--- src/rtl/writeback_scoreboard.sv ---
// writeback_scoreboard: merges the fast (0-wait) and slow (loads, FPU) result
// streams onto the single register-file write port. It also keeps a 64-entry
// busy scoreboard (gpr 0-31, fpr 32-63) of pending slow destinations, so that
// decode stalls on RAW/WAW hazards.
module writeback_scoreboard #(
    parameter int FIFO_DEPTH = 4
) (
    input  logic        clk,
    input  logic        rst,
    input  logic        iss_valid,
    input  logic [5:0]  iss_rs,
    input  logic [5:0]  iss_rt,
    input  logic [1:0]  iss_rw,
    input  logic [4:0]  iss_rd,
    input  logic [4:0]  iss_wait,
    output logic        iss_stall,
    input  logic        fast_valid,
    input  logic [1:0]  fast_rw,
    input  logic [4:0]  fast_rd,
    input  logic [31:0] fast_data,
    input  logic        slow_valid,
    output logic        slow_ready,
    input  logic [1:0]  slow_rw,
    input  logic [4:0]  slow_rd,
    input  logic [31:0] slow_data,
    output logic [1:0]  wb_rw,
    output logic [4:0]  wb_rd,
    output logic [31:0] wb_data,
    output logic        idle
);
    localparam int PTR_W = (FIFO_DEPTH > 1) ? $clog2(FIFO_DEPTH) : 1;
    localparam int CNT_W = PTR_W + 1;
    localparam logic [CNT_W-1:0] FULL_CNT = CNT_W'(FIFO_DEPTH);

    typedef struct packed {
        logic [1:0]  rw;
        logic [4:0]  rd;
        logic [31:0] data;
    } wr_t;

    // Scoreboard key: fpr results live in the upper half of the busy vector.
    function automatic logic [5:0] key_of(input logic [1:0] rw, input logic [4:0] rd);
        return {(rw == 2'b10), rd};
    endfunction

    logic [63:0]      busy;
    wr_t              fifo_mem [FIFO_DEPTH];
    logic [PTR_W-1:0] head_ptr;
    logic [PTR_W-1:0] tail_ptr;
    logic [CNT_W-1:0] count;

    logic        fast_wr;
    logic        head_valid;
    logic        slow_acc;
    logic        slow_keep;
    logic [5:0]  dest_key;
    logic        accept;
    wr_t         slow_entry;
    wr_t         win_p0;
    logic        win_valid_p0;
    logic        win_slow_p0;
    logic        enq;
    logic        deq;
    logic [63:0] set_mask;
    logic [63:0] clr_mask;

    assign slow_ready = (count != FULL_CNT);
    assign slow_acc   = slow_valid & slow_ready;
    // A slow result with no destination is accepted but never stored or written.
    assign slow_keep  = slow_acc & (slow_rw != 2'b00);
    assign fast_wr    = fast_valid & (fast_rw != 2'b00);
    assign head_valid = (count != '0);
    assign slow_entry = '{rw: slow_rw, rd: slow_rd, data: slow_data};
    assign dest_key   = key_of(iss_rw, iss_rd);
    assign iss_stall  = iss_valid & (busy[iss_rs] | busy[iss_rt] |
                                     ((iss_rw != 2'b00) & busy[dest_key]));
    assign accept     = iss_valid & ~iss_stall;
    assign idle       = (busy == '0) & (count == '0);

    // Write-port arbitration: fast beats FIFO head beats incoming slow.
    always_comb begin
        win_p0       = '0;
        win_valid_p0 = 1'b0;
        win_slow_p0  = 1'b0;
        enq          = 1'b0;
        deq          = 1'b0;
        if (fast_wr) begin
            win_p0       = '{rw: fast_rw, rd: fast_rd, data: fast_data};
            win_valid_p0 = 1'b1;
            enq          = slow_keep;
        end else if (head_valid) begin
            win_p0       = fifo_mem[head_ptr];
            win_valid_p0 = 1'b1;
            win_slow_p0  = 1'b1;
            deq          = 1'b1;
            enq          = slow_keep;
        end else if (slow_keep) begin
            win_p0       = slow_entry;
            win_valid_p0 = 1'b1;
            win_slow_p0  = 1'b1;
        end
    end

    // Busy set on slow-class issue, clear when its slow result reaches the port.
    always_comb begin
        set_mask = '0;
        clr_mask = '0;
        if (accept && (iss_wait != 5'd0) && (iss_rw != 2'b00) && (dest_key != 6'd0))
            set_mask = 64'(1) << dest_key;
        if (win_valid_p0 && win_slow_p0)
            clr_mask = 64'(1) << key_of(win_p0.rw, win_p0.rd);
    end

    // Control state and the registered write port.
    always_ff @(posedge clk) begin
        if (rst) begin
            wb_rw    <= 2'b00;
            wb_rd    <= '0;
            wb_data  <= '0;
            busy     <= '0;
            head_ptr <= '0;
            tail_ptr <= '0;
            count    <= '0;
        end else begin
            busy <= (busy & ~clr_mask) | set_mask;
            if (win_valid_p0) begin
                // Writes to gpr 0 keep their slot but are not presented to decode.
                wb_rw   <= (key_of(win_p0.rw, win_p0.rd) == 6'd0) ? 2'b00 : win_p0.rw;
                wb_rd   <= win_p0.rd;
                wb_data <= win_p0.data;
            end else begin
                wb_rw <= 2'b00;
            end
            if (enq)
                tail_ptr <= tail_ptr + PTR_W'(1);
            if (deq)
                head_ptr <= head_ptr + PTR_W'(1);
            case ({enq, deq})
                2'b10:   count <= count + CNT_W'(1);
                2'b01:   count <= count - CNT_W'(1);
                default: count <= count;
            endcase
        end
    end

    // Slow-result buffer storage; contents are don't-care while count is zero.
    always_ff @(posedge clk) begin
        if (enq)
            fifo_mem[tail_ptr] <= slow_entry;
    end
endmodule

--- config.mk ---
export PLATFORM = sky130hd
export DESIGN_NAME = writeback_scoreboard
export DESIGN_NICKNAME = d
export VERILOG_FILES = /design/src/rtl/writeback_scoreboard.sv
export SDC_FILE = /design/constraint.sdc
export NUM_CORES = 1
export LEC_CHECK = 0
export ABC_CLOCK_PERIOD_IN_PS = 2900
export BUFFER_PORTS_ARGS = -buffer_cell sky130_fd_sc_hd__buf_2
export CAP_MARGIN = 15
export CORE_ASPECT_RATIO = 1.75
export CORE_MARGIN = 2
export CORE_UTILIZATION = 50
export CTS_BUF_LIST = sky130_fd_sc_hd__clkbuf_16
export DETAILED_ROUTE_END_ITERATION = 8
export PLACE_DENSITY = 0.82
export SYNTH_ARGS = -nofsm -noshare
export SYNTH_HDL_FRONTEND = slang
export SYNTH_SLANG_ARGS = --single-unit
--- constraint.sdc ---
create_clock -name clk -period 2.9 [get_ports clk]
set_input_delay 0.145 -clock clk [delete_from_list [all_inputs] [get_ports clk]]
set_output_delay 0.145 -clock clk [all_outputs]
set_load 0.01 [all_outputs]
; Word level (Yosys, flattened, before mapping)
; Memory sizes are Yosys's and may differ from the RTL's. A register that Yosys moved wholly into a read port is not among the register bits.
; Cells that the tools add are included.
; Widths: inputs -> output; s select.
[totals]
regBits = 110
mem_bits_rw = 156
out_inout_bits = 42
elab_cells = 75
mem_count = 1
[op_classes]
addsub = 4
magnitude_cmp = 3
n_eq_ne = 5
shift = 2
n_mux = 24
n_bitwise = 14
n_reduce_logical = 15
[mem_list]
columns = memory, words, word_bits, read_ports, rd_clocked_by_memory_dff, write_ports, line_no
row1 = fifo_mem, 4, 39, 1, 1, 1, 47  ; wr_t fifo_mem [FIFO_DEPTH];
[op_table]
columns = operator, n
row1 = $mux 64, 2
row2 = $shl 1x6->64 const A, 2
row3 = $mux 39, 3
row4 = $and 64x64->64, 1
row5 = $logic_not 64->1, 1
row6 = $not 64->64, 1
row7 = $or 64x64->64, 1
row8 = $lt 6x7->1 const B, 3
row9 = $bmux 1 s6, 3
row10 = $mux 1, 13
row11 = $reduce_bool 2->1, 4
row12 = $and 1x1->1, 7
row13 = $eq 2x2->1 const B, 3
row14 = $logic_not 6->1, 1
row15 = $pmux 3 s2, 1
row16 = $reduce_bool 6->1, 1
row17 = $reduce_bool 5->1, 1
row18 = $add 2x1->2 const B, 2
row19 = $logic_and 1x1->1, 4
row20 = $mux 2, 2
row21 = $add 3x1->3 const B, 1
row22 = $logic_not 3->1, 1
row23 = $ne 3x3->1 const B, 1
row24 = $reduce_bool 3->1, 1
row25 = 5 further kinds, 7

; Logic depth before layout (Yosys ltp)
[depth]
depth_word = 13
depth_mapped = 11
mapped_depth_nobuf = 10

; Least setup slack after synthesis
; OpenSTA, ideal clock, no wires.
[synth_path]
path_kind = register to register
start = register count[0]
end = memory fifo_mem[1][0] in the netlist's numbering, enable pin
setup_time_ns = 0.400
t_arrival_ns = 2.234
path_slack_ns = 0.266
path_stages_with_launch = 5
n_path_buf = 0
synth_period_minus_slack_ns = 2.634
path_cell_list = dfxtp_1 -> nor2_1 -> a21boi_1 -> a21boi_1 -> and2_1
[synth_between]
elab_chain_len = 7
word_cells_on_any_way = 8
[synth_rtl]
columns = item, line_no
row1 = from (decl), 50  ; logic [CNT_W-1:0] count;
row2 = from (signal assigned), 139  ; 2'b10: count <= count + CNT_W'(1);
row3 = from (signal assigned), 140  ; 2'b01: count <= count - CNT_W'(1);
row4 = from (signal assigned), 141  ; default: count <= count;
row5 = $ne 3x3->1, 67  ; assign slow_ready = (count != FULL_CNT);
row6 = $and 1x1->1, 68  ; assign slow_acc = slow_valid & slow_ready;
row7 = $and 1x1->1, 70  ; assign slow_keep = slow_acc & (slow_rw != 2'b00);
row8 = $mux 1, 91  ; end else if (head_valid) begin
row9 = $mux 1 *, 87  ; if (fast_wr) begin
row10 = $mux 1 *, 148  ; if (enq)
row11 = $mux 1 (implied by the code) *, 149  ; fifo_mem[tail_ptr] <= slow_entry;
row12 = to (decl), 47
; Mark *: on every way between the ends. The rest lies on a longest branch, timed or not.

; Final worst setup path
[layout_path]
start = register busy[34]
end = output port idle
[layout_between]
elab_chain_len = 2
[layout_rtl]
columns = item, line_no
row1 = from (decl), 46  ; logic [63:0] busy;
row2 = from (signal assigned), 125  ; busy <= (busy & ~clr_mask) | set_mask;
row3 = $logic_not 64->1, 78  ; assign idle = (busy == '0) & (count == '0);
row4 = $and 1x1->1, 78
row5 = to (decl), 29  ; output logic idle
; Every way passes these cells.

==> PnR_summary.wiki <==
{| class="wikitable"
! Metric !! Value
|-
| Min-delay worst type || primary input to register
|-
| Post-Synthesis Cells || 1,117
|-
| Setup violation total in the final timing report || 2
|-
| Number of unique standard cell types used by synthesis || 63
|-
| Count leader, synth || edfxtp_1
|-
| Max-slew violation total from the final report || 0
|-
| Vias per cell || 6.50
|-
| Total buffers and inverters traversed by the critical path || 2
|-
| Post-synthesis to final-layout area growth || 18.4%
|-
| Hold slack final || roughly 0.053 ns
|-
| Worst-skew pair later-pin latency || between 0.5 and 0.6 ns
|-
| Part of the Yosys area used for sequential elements || between 50% and 60%
|-
| Max VDD drop || 654 µV
|-
| Final number of hold-violating endpoints || 0
|-
| Multi-input logic area || 0.00616 mm²
|-
| Worst reg2reg path startpoint || count[2]
|-
| Relative max-transition margin || 48.2%
|-
| Clock sink count || 268
|-
| Horiz. Die Dim || 128 µm
|-
| Failing checks || setup timing
|-
| Unrepaired setup endpoints after global routing || true
|-
| H-tree lvl count || 1
|-
| Global-route wire length before repair || 61,600 µm
|-
| Area of all sequential standard cells || between 0.006 and 0.007 mm²
|-
| Final Routed Wirelength || 40,200 µm
|-
| Critical-path maximum fanout || 4
|-
| Critical path's top delay family || simple AND/OR/NAND/NOR gates
|-
| Final standard cell area without fillers || 0.0159 mm²
|-
| Number of enable flip-flop cells after synthesis || 156
|-
| Post-route fraction of the period consumed by the critical path || 102%
|-
| Slowest stage delay, CP || 0.52 ns
|-
| TritonCTS clock tree || built
|-
| Max-cap viol count || 0
|-
| Category of the critical setup timing path || register to output port
|-
| Final GP Congestion || 1.00
|-
| Share of async-settable or async-resettable flops after synthesis || 0%
|-
| Min cycle time layout || 2.96 ns
|-
| Clock Pin Slew Worst Setup and Hold Paths || 0.07 ns
|-
| Data required time at the worst endpoint || 2.76 ns
|-
| Post-Syn Nets || around 1,200
|-
| Drt first-iter violations || about 910
|-
| Placed cell area || 0.0147 mm²
|-
| Share of Yosys cell area claimed by the top area cell type || approximately a third
|-
| Largest buffer count on any clock path || 3
|-
| Mean cell area of the mapped netlist || 12.0 µm²
|-
| Total power per unit cell area || 716 mW/mm²
|-
| Vert. Die Dim || 221 µm
|-
| CP startpoint kind || register
|-
| Ys Warns || 0
|-
| Hold path startpoint || fast_rw[1]
|-
| Category of the worst setup path capture point || output port
|-
| TritonCTS Buffers || 23
|-
| Critical-path cell list || buf_4 > nor4_2 > and4_1 > nand3_1 > nor4_1 > buf_2
|-
| Clk_skew || about 0.026 ns
|-
| Critical path arrival || 2.82 ns
|-
| Final worst slack || -0.0621 ns
|-
| Achievable Freq || about 0.34 GHz
|-
| Number of global-route vias before repair || 11,000
|-
| Maximum number of pins on one net before global-route repair || 66
|-
| Main synth FF type || edfxtp_1
|-
| Measured slew at the worst slew-check pin || 0.772 ns
|-
| Initial Util || 50.7%
|-
| Detailed-route DRC error count || 0
|-
| IO Port Bufs || 148
|-
| Antenna-violating nets left || 0
|-
| Largest cells by area after synthesis || edfxtp_1, dfxtp_1, mux4_2
|-
| Result of the run || finished with violations
|-
| Number of optimization iterations in the first detailed-route pass || 5
|-
| Count of nets after finishing || 1,408
|-
| Library cell occupying the most area in the post-synthesis netlist || edfxtp_1
|-
| I/O pin count || 149
|-
| Fill cell instance count of the final layout || 2,010
|-
| Area of the placeable core || roughly 0.026 mm²
|-
| Share of layout cells above drive strength 1 || ~28%
|-
| Routed wirelength normalized by instance count || 24.5 µm
|-
| Slowest CP cell || nor4_2
|-
| Overall global routing resource usage || around 28%
|-
| Via Count || 10,600
|-
| Cell at the root of the clock tree || clkbuf_16
|-
| Post-synthesis sequential element count || 268
|-
| CP startpoint || busy[34]
|-
| Die ar. || 0.0283 mm²
|-
| Initial antenna violation count || 4
|-
| Remaining Overflow, GRT || 0
|-
| Site row count || 79
|-
| Leading cell types by count after synthesis || edfxtp_1, dfxtp_1, nor2_1
|-
| Synthesized area || between 0.01 and 0.015 mm²
|-
| Leakage component of the power || around 5.6 nW
|-
| Post-detailed-placement half-perimeter wirelength || between 20,000 and 30,000 µm
|}
## flip-flops by register name, summed over array words and instances, names as in the netlist, named ones only
register and flops:
wb_data 32, fifo_mem 156, head_ptr 2, count 3, wb_rw 2, tail_ptr 2, wb_rd 5, busy 64
## final cells by class
| cell class | count | share of cell area (%) |
|---|---|---|
| inverter | 8 | 0.189 |
| tap | 324 | 2.55 |
| multi-input combinational | 750 | 38.7 |
| sequential | 268 | 43.7 |
| clock inverter | 18 | 0.991 |
| timing repair buffer | 244 | 10.2 |
| clock buffer | 23 | 3.62 |
| antenna | 2 | 0.0315 |
## worst reg2reg max path, stage by stage (launching register included)
cell	delay, ns
dfxtp_1	0.39
or3_2	0.53
and2_1	0.18
a311o_1	0.35
or3_2	0.71
o21ai_1	0.26
o31ai_1	0.10
## cells by family after synthesis
| family | share of synthesized area, % |
|---|---|
| compound gates | 12.1 |
| mux | 18.5 |
| xor+xnor | 0.326 |
| simple gates | 13.9 |
| buf+inv | 3.04 |
| flops | 51.6 |
| fa+ha+maj | 0.615 |
## where the power goes
group          leakage (nW)  internal (W)  switching [W]
Combinational          2.92       0.00152        0.00215
Clock                 0.352       0.00165        0.00144
Sequential             2.33       0.00443       0.000198
Total                  5.61       0.00760        0.00379
## timing repair
action                                  in CTS  in global routing
hold buffers                                39                  0
resized for setup                            9                  8
gates cloned                                 0                  0
setup buffers                                0                  0
pin swaps                                    0                  1
hold endpoints to repair                   156                  0
endpoints found under the setup margin       2                 21
## layer usage
layer / track usage, % / up-vias / share of wire, %
li1: - / 4699 / -
met1: 31.2 / 5178 / 35
met2: 49.9 / 602 / 52
met3: 4.84 / 160 / 7.4
met4: 16.9 / 4 / 6.3
met5: 0 / - / 0.067
## final timing paths
check	cells after the start	endpoint	slack, ns
hold reg to reg	2	wb_data[26]	0.49
setup reg to reg	6	busy[5]	0.25
setup / recovery	6	idle	-0.06
hold / removal	4	wb_rw[1]	0.05
## cell usage in the layout, fill, tap and decap left out, drive strengths merged, types with 49 or more instances in the layout
cell,netlist,routed
nor2b,69,69
edfxtp,156,156
mux4,85,85
nor2,105,105
dfxtp,112,112
o21ai,67,67
buf,27,205
mux2i,49,49
o31ai,52,52
## per-stage QoR
stage / total power, W / std cells / setup WS, ns / TNS, ns / utilization [%]
floorplan: 0.00707 / 1117 / 0.266 / 0 / -
global placement: 0.00813 / 1555 / 0.204 / 0 / 55.6
detailed placement: 0.00824 / 1555 / 0.0871 / 0 / 55.6
CTS: 0.0114 / 1635 / -0.0396 / -0.0396 / 59.9
global route: 0.0119 / 1636 / -0.0418 / -0.0418 / 60.0
finish: 0.0114 / 1637 / -0.0621 / -0.0730 / 60.0
No activity file was read; power rests on OpenSTA's default activity.
